## src/rtl/seg_scan_driver.sv

```systemverilog
// seg_scan_driver: binary-to-BCD display driver with multiplexed seven-segment scan.
// A value load runs a sequential double-dabble conversion (one iteration per clock).
// A message load latches raw nibbles directly. The committed nibbles are shown one
// digit at a time on active-low anodes and segments.
// Optional feature: define SEG_LZB_EN to blank leading zeros of committed numeric values.
`timescale 1ns/1ps

module seg_scan_driver #(
    parameter int NUM_DIGITS = 4,
    parameter int VALUE_W    = 8,
    parameter int SCAN_DIV   = 1000
) (
    input  logic                    clk,
    input  logic                    rst,
    input  logic                    load,
    input  logic                    msg_en,
    input  logic [VALUE_W-1:0]      value,
    input  logic [4*NUM_DIGITS-1:0] msg,
    output logic                    ready,
    output logic                    ovf,
    output logic [4*NUM_DIGITS-1:0] bcd,
    output logic [NUM_DIGITS-1:0]   an,
    output logic [6:0]              seg
);

    // Number of decimal digits needed to hold 2^w-1.
    function automatic int dec_digits(input int w);
        longint unsigned m;
        int n;
        m = (longint'(1) << w) - 1;
        n = 0;
        for (int i = 0; i < 20; i++) begin
            if (m != 0) begin
                m = m / 10;
                n = n + 1;
            end
        end
        return (n < 1) ? 1 : n;
    endfunction

    function automatic int pow10(input int n);
        int r;
        r = 1;
        for (int i = 0; i < n; i++) r = r * 10;
        return r;
    endfunction

    localparam int ACC_DIGITS = (dec_digits(VALUE_W) > NUM_DIGITS) ? dec_digits(VALUE_W) : NUM_DIGITS;
    localparam int ACC_W      = 4 * ACC_DIGITS;
    localparam int BCD_W      = 4 * NUM_DIGITS;
    localparam int CNT_W      = $clog2(VALUE_W);
    localparam int PRE_W      = $clog2(SCAN_DIV);
    localparam int IDX_W      = $clog2(NUM_DIGITS);
    localparam logic [31:0] MAX_DISP = 32'(pow10(NUM_DIGITS) - 1);

    typedef enum logic [1:0] {
        IDLE   = 2'd0,
        CONV   = 2'd1,
        COMMIT = 2'd2
    } state_t;

    // Double-dabble correction: every digit of 5 or more gets +3 before the shift.
    function automatic logic [ACC_W-1:0] add3_digits(input logic [ACC_W-1:0] a);
        logic [ACC_W-1:0] r;
        r = a;
        for (int i = 0; i < ACC_DIGITS; i++) begin
            if (a[4*i +: 4] >= 4'd5) r[4*i +: 4] = a[4*i +: 4] + 4'd3;
        end
        return r;
    endfunction

`ifdef SEG_LZB_EN
    // Replace zero digits above the highest non-zero digit with blank; digit 0 always shows.
    function automatic logic [BCD_W-1:0] blank_leading(input logic [BCD_W-1:0] d);
        logic [BCD_W-1:0] r;
        logic lead;
        r    = d;
        lead = 1'b1;
        for (int i = NUM_DIGITS - 1; i >= 1; i--) begin
            if (lead && (d[4*i +: 4] == 4'd0)) r[4*i +: 4] = 4'hF;
            else lead = 1'b0;
        end
        return r;
    endfunction
`endif

    // Active-high gfedcba pattern for one nibble code.
    function automatic logic [6:0] seg_decode(input logic [3:0] nib);
        case (nib)
            4'h0: seg_decode = 7'h3F;
            4'h1: seg_decode = 7'h06;
            4'h2: seg_decode = 7'h5B;
            4'h3: seg_decode = 7'h4F;
            4'h4: seg_decode = 7'h66;
            4'h5: seg_decode = 7'h6D;
            4'h6: seg_decode = 7'h7D;
            4'h7: seg_decode = 7'h07;
            4'h8: seg_decode = 7'h7F;
            4'h9: seg_decode = 7'h6F;
            4'hA: seg_decode = 7'h50;
            4'hB: seg_decode = 7'h54;
            4'hC: seg_decode = 7'h5C;
            4'hD: seg_decode = 7'h5E;
            4'hE: seg_decode = 7'h79;
            default: seg_decode = 7'h00;
        endcase
    endfunction

    state_t               state, state_next;
    logic [CNT_W-1:0]     iter;
    logic                 ovf_pending;
    logic [VALUE_W-1:0]   sreg;
    logic [ACC_W-1:0]     acc;
    logic [ACC_W-1:0]     acc_adj;
    logic [BCD_W-1:0]     commit_bcd;
    logic                 value_over;
    logic                 accept_value;
    logic [PRE_W-1:0]     presc;
    logic [IDX_W-1:0]     idx;
    logic [3:0]           cur_digit;
    logic [NUM_DIGITS-1:0] an_next;

    assign acc_adj      = add3_digits(acc);
    assign value_over   = ({{(32-VALUE_W){1'b0}}, value} > MAX_DISP);
    assign accept_value = (state == IDLE) && load && !msg_en;

`ifdef SEG_LZB_EN
    assign commit_bcd = ovf_pending ? {NUM_DIGITS{4'hE}} : blank_leading(acc[BCD_W-1:0]);
`else
    assign commit_bcd = ovf_pending ? {NUM_DIGITS{4'hE}} : acc[BCD_W-1:0];
`endif

    // FSM state register.
    always_ff @(posedge clk) begin
        if (rst) state <= IDLE;
        else     state <= state_next;
    end

    // FSM next-state and ready output.
    always_comb begin
        state_next = state;
        ready      = 1'b0;
        case (state)
            IDLE: begin
                ready = 1'b1;
                if (load && !msg_en) state_next = CONV;
            end
            CONV: begin
                if (iter == CNT_W'(VALUE_W - 1)) state_next = COMMIT;
            end
            COMMIT: state_next = IDLE;
            default: state_next = IDLE;
        endcase
    end

    // Control: iteration count, pending overflow, committed nibbles and overflow flag.
    always_ff @(posedge clk) begin
        if (rst) begin
            iter        <= '0;
            ovf_pending <= 1'b0;
            bcd         <= {NUM_DIGITS{4'hF}};
            ovf         <= 1'b0;
        end else begin
            case (state)
                IDLE: begin
                    if (load && msg_en) begin
                        bcd <= msg;
                        ovf <= 1'b0;
                    end else if (load) begin
                        iter        <= '0;
                        ovf_pending <= value_over;
                    end
                end
                CONV:   iter <= iter + 1'b1;
                COMMIT: begin
                    bcd <= commit_bcd;
                    ovf <= ovf_pending;
                end
                default: ;
            endcase
        end
    end

    // Conversion datapath: shift register and BCD accumulator.
    always_ff @(posedge clk) begin
        if (accept_value) begin
            sreg <= value;
            acc  <= '0;
        end else if (state == CONV) begin
            acc  <= {acc_adj[ACC_W-2:0], sreg[VALUE_W-1]};
            sreg <= {sreg[VALUE_W-2:0], 1'b0};
        end
    end

    // Scan prescaler and digit index.
    always_ff @(posedge clk) begin
        if (rst) begin
            presc <= '0;
            idx   <= '0;
        end else if (presc == PRE_W'(SCAN_DIV - 1)) begin
            presc <= '0;
            idx   <= (idx == IDX_W'(NUM_DIGITS - 1)) ? '0 : idx + 1'b1;
        end else begin
            presc <= presc + 1'b1;
        end
    end

    // Select the active digit nibble and its one-hot anode.
    always_comb begin
        cur_digit = 4'hF;
        an_next   = '1;
        for (int i = 0; i < NUM_DIGITS; i++) begin
            if (idx == IDX_W'(i)) begin
                cur_digit  = bcd[4*i +: 4];
                an_next[i] = 1'b0;
            end
        end
    end

    // Registered pin drivers: anode and segment change together, no blanking gap.
    always_ff @(posedge clk) begin
        if (rst) begin
            an  <= {{(NUM_DIGITS-1){1'b1}}, 1'b0};
            seg <= 7'h7F;
        end else begin
            an  <= an_next;
            seg <= ~seg_decode(cur_digit);
        end
    end

endmodule

```

## config.mk

```make
export PLATFORM = sky130hd
export DESIGN_NAME = seg_scan_driver
export DESIGN_NICKNAME = d
export VERILOG_FILES = /design/src/rtl/seg_scan_driver.sv
export SDC_FILE = /design/constraint.sdc
export NUM_CORES = 1
export LEC_CHECK = 0
export CAP_MARGIN = 15
export CORE_MARGIN = 5
export CORE_UTILIZATION = 40
export DETAILED_ROUTE_END_ITERATION = 8
export SLEW_MARGIN = 25
export SYNTH_ARGS = -nofsm -noshare
export SYNTH_HDL_FRONTEND = slang
export SYNTH_SLANG_ARGS = --single-unit
```

## constraint.sdc

```tcl
create_clock -name clk -period 2.9 [get_ports clk]
set_input_delay 0.29 -clock clk [delete_from_list [all_inputs] [get_ports clk]]
set_output_delay 0.29 -clock clk [all_outputs]
set_load 0.01 [all_outputs]
```

==> results of run 1 <==
[placed cells by master, fill, tap and decap left out, types with 8 or more instances in the layout]
master           netlist  layout
dfxtp_1               60      60
clkdlybuf4s50_1        0      55
nor2_1                50      50
a21oi_1               26      26
nand2_1               25      25
ha_1                  22      22
o22ai_1               19      19
inv_1                 17      17
o21bai_1              17      17
o21ai_0               16      16
nand2b_1              11      11
clkbuf_8               0      10
edfxtp_1               8       8
[power by group through the flow]
stage / registers [mW] / logic [mW] / clock network [mW]
3_3_place_gp: 1.06 / 0.256 / 0
5_1_grt: 1.04 / 0.291 / 0.756
2_1_floorplan: 1.05 / 0.144 / 0
3_5_place_dp: 1.06 / 0.261 / 0
4_1_cts: 1.04 / 0.263 / 0.723
6_report: 1.04 / 0.261 / 0.698
[area by class of cell]
cell class / instances / area (sq um) / share of cell area, %
Clock buffer: 10 / 137.6 / 3.385
Clock inverter: 6 / 38.79 / 0.9538
Inverter: 17 / 63.81 / 1.569
Multi-Input combinational cell: 257 / 1669 / 41.05
Sequential cell: 68 / 1441 / 35.45
Tap cell: 102 / 127.6 / 3.138
Timing Repair Buffer: 60 / 588.1 / 14.46
[kinds of logic after synthesis]
group / Yosys count / synth area share [%]
multiplexers: 8 / 2.733
XOR/XNOR: 13 / 3.503
buffers and inverters: 34 / 4.311
flip-flops: 68 / 44.34
AO/OA/AOI/OAI: 92 / 18.78
other: 1 / 0.1154
AND/OR/NAND/NOR: 121 / 17.74
adder cells (fa/ha/maj): 22 / 8.468
[synthesized netlist by cell type]
master	number	area, sq um
a2111oi_0	2	17.52
a211oi_1	1	7.510
a21oi_1	26	130.1
a22oi_1	2	15.01
a311o_1	1	10.01
and2_1	2	12.51
and3_1	3	18.77
buf_1	1	3.750
buf_2	1	5.000
buf_4	1	7.510
buf_6	1	11.26
clkbuf_1	13	48.80
conb_1	1	3.750
dfxtp_1	60	1201
edfxtp_1	8	240.2
ha_1	22	275.3
inv_1	17	63.81
mux2_2	7	78.83
mux2i_1	1	10.01
nand2_1	25	93.84
nand2b_1	11	68.82
nand3_1	7	35.03
nand3b_1	2	15.01
nand4_1	3	18.77
nand4bb_1	1	11.26
nor2_1	50	187.7
nor2_2	2	12.51
nor2b_1	4	25.02
nor3_1	1	5.000
nor3b_1	5	37.54
o211ai_1	1	7.510
o21ai_0	16	80.08
o21bai_1	17	127.6
o221ai_1	2	17.52
o22ai_1	19	118.9
o311ai_4	2	52.55
o32ai_1	3	26.28
or2_4	1	8.760
or2b_1	1	7.510
or3_1	3	18.77
xnor2_1	6	52.55
xor2_1	7	61.31
[metal layers]
metal	GRT usage, %	up-vias
met5	0	-
met4	4.352	0
met3	4.726	6
met2	23.45	52
met1	21.47	1192
li1	-	1358
[flip-flops by register name, indices dropped and copies added (netlist names)]
signal  flops
seg         7
iter        3
bcd        16
acc        16
sreg        8
idx         2
an          4
state       2
presc      10
[metrics by stage]
stage / util (%) / cells
3_5_place_dp: 49.82 / 504
5_1_grt: 52.08 / 520
2_1_floorplan: - / 359
4_1_cts: 52.08 / 520
3_3_place_gp: 49.82 / 504
6_report: 52.08 / 520
[worst max-delay path, cell delays in order, from the launching register on]
cell       delay (ps)
dfxtp_1           400
inv_1              90
ha_1              280
or2_4             310
o221ai_1          430
inv_1             210
ha_1              360
a2111oi_0         410
nor3_1             80
[worst min path at each step]
stage                                      to  depth (start not counted)
after floorplan           presc[0]$_SDFF_PP0_                          1
after global placement    presc[0]$_SDFF_PP0_                          1
after detailed placement  presc[0]$_SDFF_PP0_                          1
after CTS                 presc[0]$_SDFF_PP0_                          1
after global routing      presc[0]$_SDFF_PP0_                          1
final                     presc[0]$_SDFF_PP0_                          1
==> metrics.cfg, run 1 <==
[floorplanning]
die_h_microns = 100.1
core.rowCount = 32
fp.dieW_microns = 100.1
start_util_pct = 41.63
die-area_sq_um = 10030
ioPinCount = 57
core_sq_um = 7807

[routing]
wl_per_cell_microns = 14.32
via_per_inst = 5.015
dr.first_iter.drc_count = 99
top_layer_used = met4
wl_microns = 7445
drtAntennaViolNets = 0
wl_met3_microns = 375
drc = 0
met2_length_microns = 3280
vias = 2608
drt-met1-wl_microns = 3730
dr.pass1.iters = 4

[timing]
period_share_pct = 92.82
fmax_mhz = 371.5
fin_worst_skew_ps = 7.474
min_period_ps = 2692
worstMarginPinSlew_ps = 822.7
tns_ps = 0
rsz0062_at_grt = false
finalHoldViolCount = 0
relSlewSlack_pct = 45.04
setup_viol = 0
layout_setup_ws_ps = 208.1
whs_ps = 441.0
drv_slew = 0

[cts]
hold_buffers = 0
cts_tree = done
postCtsSetupBuffers = 0
cts.sinks = 68
clockBufferDepth = 2
cts_max_level = 3
cts_resized = 0
clkLatencyLatePin_ps = 340
cts.clk_slew.worst_paths_ps = 80
numCtsBuffers = 9
cts.root.buffer_cell = clkbuf_8

[finish]
synthToLayoutAreaGrowth_pct = 25.10
final_area_sq_um = 4066
nFillCells = 779
antenna_cells = 0
drive_gt1_share_pct = 7.895
fin_nets = 463

[grt]
grt_max_degree = 24
grt.total_usage_pct = 15.52
grt_pass1_vias = 2520
grt_pass1_wl_microns = 12480
grt_overflow = 0
antenna_found_initial = 0

[worst_setup_path]
end_kind = flop
r2r_setup_slack_ps = 210
critPathRequiredTime_ps = 3120
r2r-start = idx[0]$_SDFFE_PP0N_
endpoint = seg[3]$_SDFF_PP1_
cp-start-kind = flop
rr_worst_depth = 8
critical_path_class = reg2reg
cp_max_fo = 7
startpoint = idx[0]$_SDFFE_PP0N_
critical_path_arrival_ps = 2910
timing.rr.end = seg[3]$_SDFF_PP1_

[synth]
syn_nets = 409
synth.distinct_cells = 42
ys_ff_latch = 68
yosys_warnings = 0
syn_area_sq_um = 3251
synthCells = 359
seq_area_frac_synth_pct = 44.34
avgSynthCellArea_sq_um = 9.055

[outcome]
run_status = finished clean

[power_and_ir_drop]
p_sw_mw = 0.5294
p_comb_share_pct = 13.1
switching_share_pct = 26.54
p_per_area_nw_per_um2 = 490.5
vdd_drop_max_v = 0.0002725
pwr-share-seq_pct = 51.9
p_int_mw = 1.465
p_leak_nw = 1.616
power_mw = 1.994
p_clk_share_pct = 35.0

[placed_design]
dp_slack_ps = 261.2
io_buffers = 55
place_hpwl_microns = 5467
place_congestion = 0.7840
place_area_sq_um = 3890

[worst_hold_path]
hold_start = presc[0]$_SDFF_PP0_
hp-class = reg2reg

[run]
max_cap_viol_count = 0

(Power assumes the default switching activity.)
==> run 2, diff against run 1 <==
Settings changed: CTS_CLUSTER_DIAMETER set to 150, PLACE_DENSITY set to 0.63, REMOVE_ABC_BUFFERS set to 1.
==> run 2 against run 1 <==
Against the previous run:
- global-route usage decreased by 0.36 points
- utilization decreased by 0.096 points
- final cell count decreased by 0.19%
- clock skew decreased by 1.6 ps
- flip-flop and latch count unchanged
- critical path type unchanged
- maximum frequency increased by 5.3%
- combinational power decreased by 2%
==> metrics.cfg, run 2 (synthesis results as in run 1) <==
[timing]
fin_worst_skew_ps = 5.841
fmax_mhz = 391.0
drv_slew = 0
whs_ps = 444.2
layout_setup_ws_ps = 342.6
period_share_pct = 88.19
min_period_ps = 2557
finalHoldViolCount = 0
rsz0062_at_grt = false
worstMarginPinSlew_ps = 851.1
relSlewSlack_pct = 43.14
tns_ps = 0
setup_viol = 0

[placed_design]
place_area_sq_um = 3882
dpl.cell_count = 503
place_congestion = 0.8357
io_buffers = 55
dp_slack_ps = 363.6
place_hpwl_microns = 5302

[power_and_ir_drop]
power_mw = 1.990
p_leak_nw = 1.599
vdd_drop_max_v = 0.0001986
p_per_area_nw_per_um2 = 490.3

[cts]
cts_resized = 0
clkLatencyLatePin_ps = 340
cts_max_level = 3
cts_tree = done
cts.clk_slew.worst_paths_ps = 80
clockBufferDepth = 2
cts.sinks = 68
hold_buffers = 0
cts.root.buffer_cell = clkbuf_8
numCtsBuffers = 9
postCtsSetupBuffers = 0

[finish]
synthToLayoutAreaGrowth_pct = 24.87
utilization_pct = 51.99
mostFrequentLayoutCells = dfxtp_1 (60), clkdlybuf4s50_1 (55), nor2_1 (50)
drive_gt1_share_pct = 7.674
fin_nets = 462
nFillCells = 756
final_cell_count_no_fill = 519
antenna_cells = 0
final_area_sq_um = 4059
reg_top3 = acc: 16 flops, bcd: 16 flops, presc: 10 flops
layout_commonest_cell = dfxtp_1

[worst_setup_path]
critical_path_arrival_ps = 2780
timing.rr.end = seg[3]$_SDFF_PP1_
critical_path_class = reg2reg
r2r-start = idx[0]$_SDFFE_PP0N_
cp_top_family = compound AO/OA/AOI/OAI gates
cp_max_fo = 7
crit_path_max_incr_delay_ps = 400
crit_cells = 8
rr_worst_depth = 8
critPathRequiredTime_ps = 3120
crit_chain = inv_1, ha_1, or2_4, o221ai_1, inv_1, ha_1, a2111oi_0, nor3_1
cp-start-kind = flop
crit_slowest_cell = dfxtp_1
end_kind = flop
r2r_setup_slack_ps = 340
critical_path_buf_inv_count = 2

[grt]
grt_max_degree = 24
grt_pass1_wl_microns = 12120
antenna_found_initial = 0
grt.total_usage_pct = 15.16
grt_overflow = 0
grt_pass1_vias = 2502

[routing]
drtAntennaViolNets = 0
wl_microns = 7395
dr.pass1.iters = 4
dr.first_iter.drc_count = 96
vias = 2672
wl_per_cell_microns = 14.25
drc = 0
via_per_inst = 5.148

[outcome]
run_status = finished clean

[worst_hold_path]
holdPathEnd = presc[0]$_SDFF_PP0_
hold_start = presc[0]$_SDFF_PP0_
hp-class = reg2reg
min_path_cells = 1

[run]
max_cap_viol_count = 0

[floorplanning]
ioPinCount = 57
fp.dieW_microns = 100.1
die-area_sq_um = 10030
start_util_pct = 41.63
die_h_microns = 100.1
core.rowCount = 32
core_sq_um = 7807

run 2: worst reg2reg max path: cells and delay by family, from the launching register on:
kind,cells,cell delay [ps]
DFF,1,400
adders and majority gates,2,620
buffers and inverters,2,260
and+or+nand+nor,2,380
AOI/OAI and AO/OA,2,780
run 2: how the worst max path moves through the flow:
stage	startpoint	end	slack, ps
detailed placement	idx[0]$_SDFFE_PP0N_	seg[3]$_SDFF_PP1_	360
floorplan	idx[0]$_SDFFE_PP0N_	seg[3]$_SDFF_PP1_	600
finish	idx[0]$_SDFFE_PP0N_	seg[3]$_SDFF_PP1_	340
CTS	idx[0]$_SDFFE_PP0N_	seg[3]$_SDFF_PP1_	340
global route	idx[0]$_SDFFE_PP0N_	seg[3]$_SDFF_PP1_	70
global placement	idx[0]$_SDFFE_PP0N_	seg[3]$_SDFF_PP1_	440
run 2: per-layer routing:
| metal | up-vias | wire (microns) | track usage (%) |
|---|---|---|---|
| met5 | - | 0 | 0 |
| met4 | 0 | 130 | 5.492 |
| met3 | 14 | 400 | 4.100 |
| met2 | 60 | 3225 | 23.14 |
| met1 | 1242 | 3639 | 20.56 |
| li1 | 1356 | - | - |
run 2: power breakdown:
part	total [mW]	leakage (nW)	switching, mW	internal (mW)
clock	0.698	0.0846	0.368	0.330
sequential	1.03	0.566	0.0350	1.00
combinational	0.257	0.949	0.125	0.132
total	1.99	1.60	0.528	1.46
run 2: layout make-up:
type                    instances  area (sq um)  share of cell area, %
repair buffers                 59         580.6                  14.30
multi-input cells             257          1669                  41.12
flip-flops and latches         68          1441                  35.51
inverters                      17         63.81                  1.572
clock buffers                  10         137.6                  3.391
clock inverters                 6         38.79                 0.9556
well taps                     102         127.6                  3.144
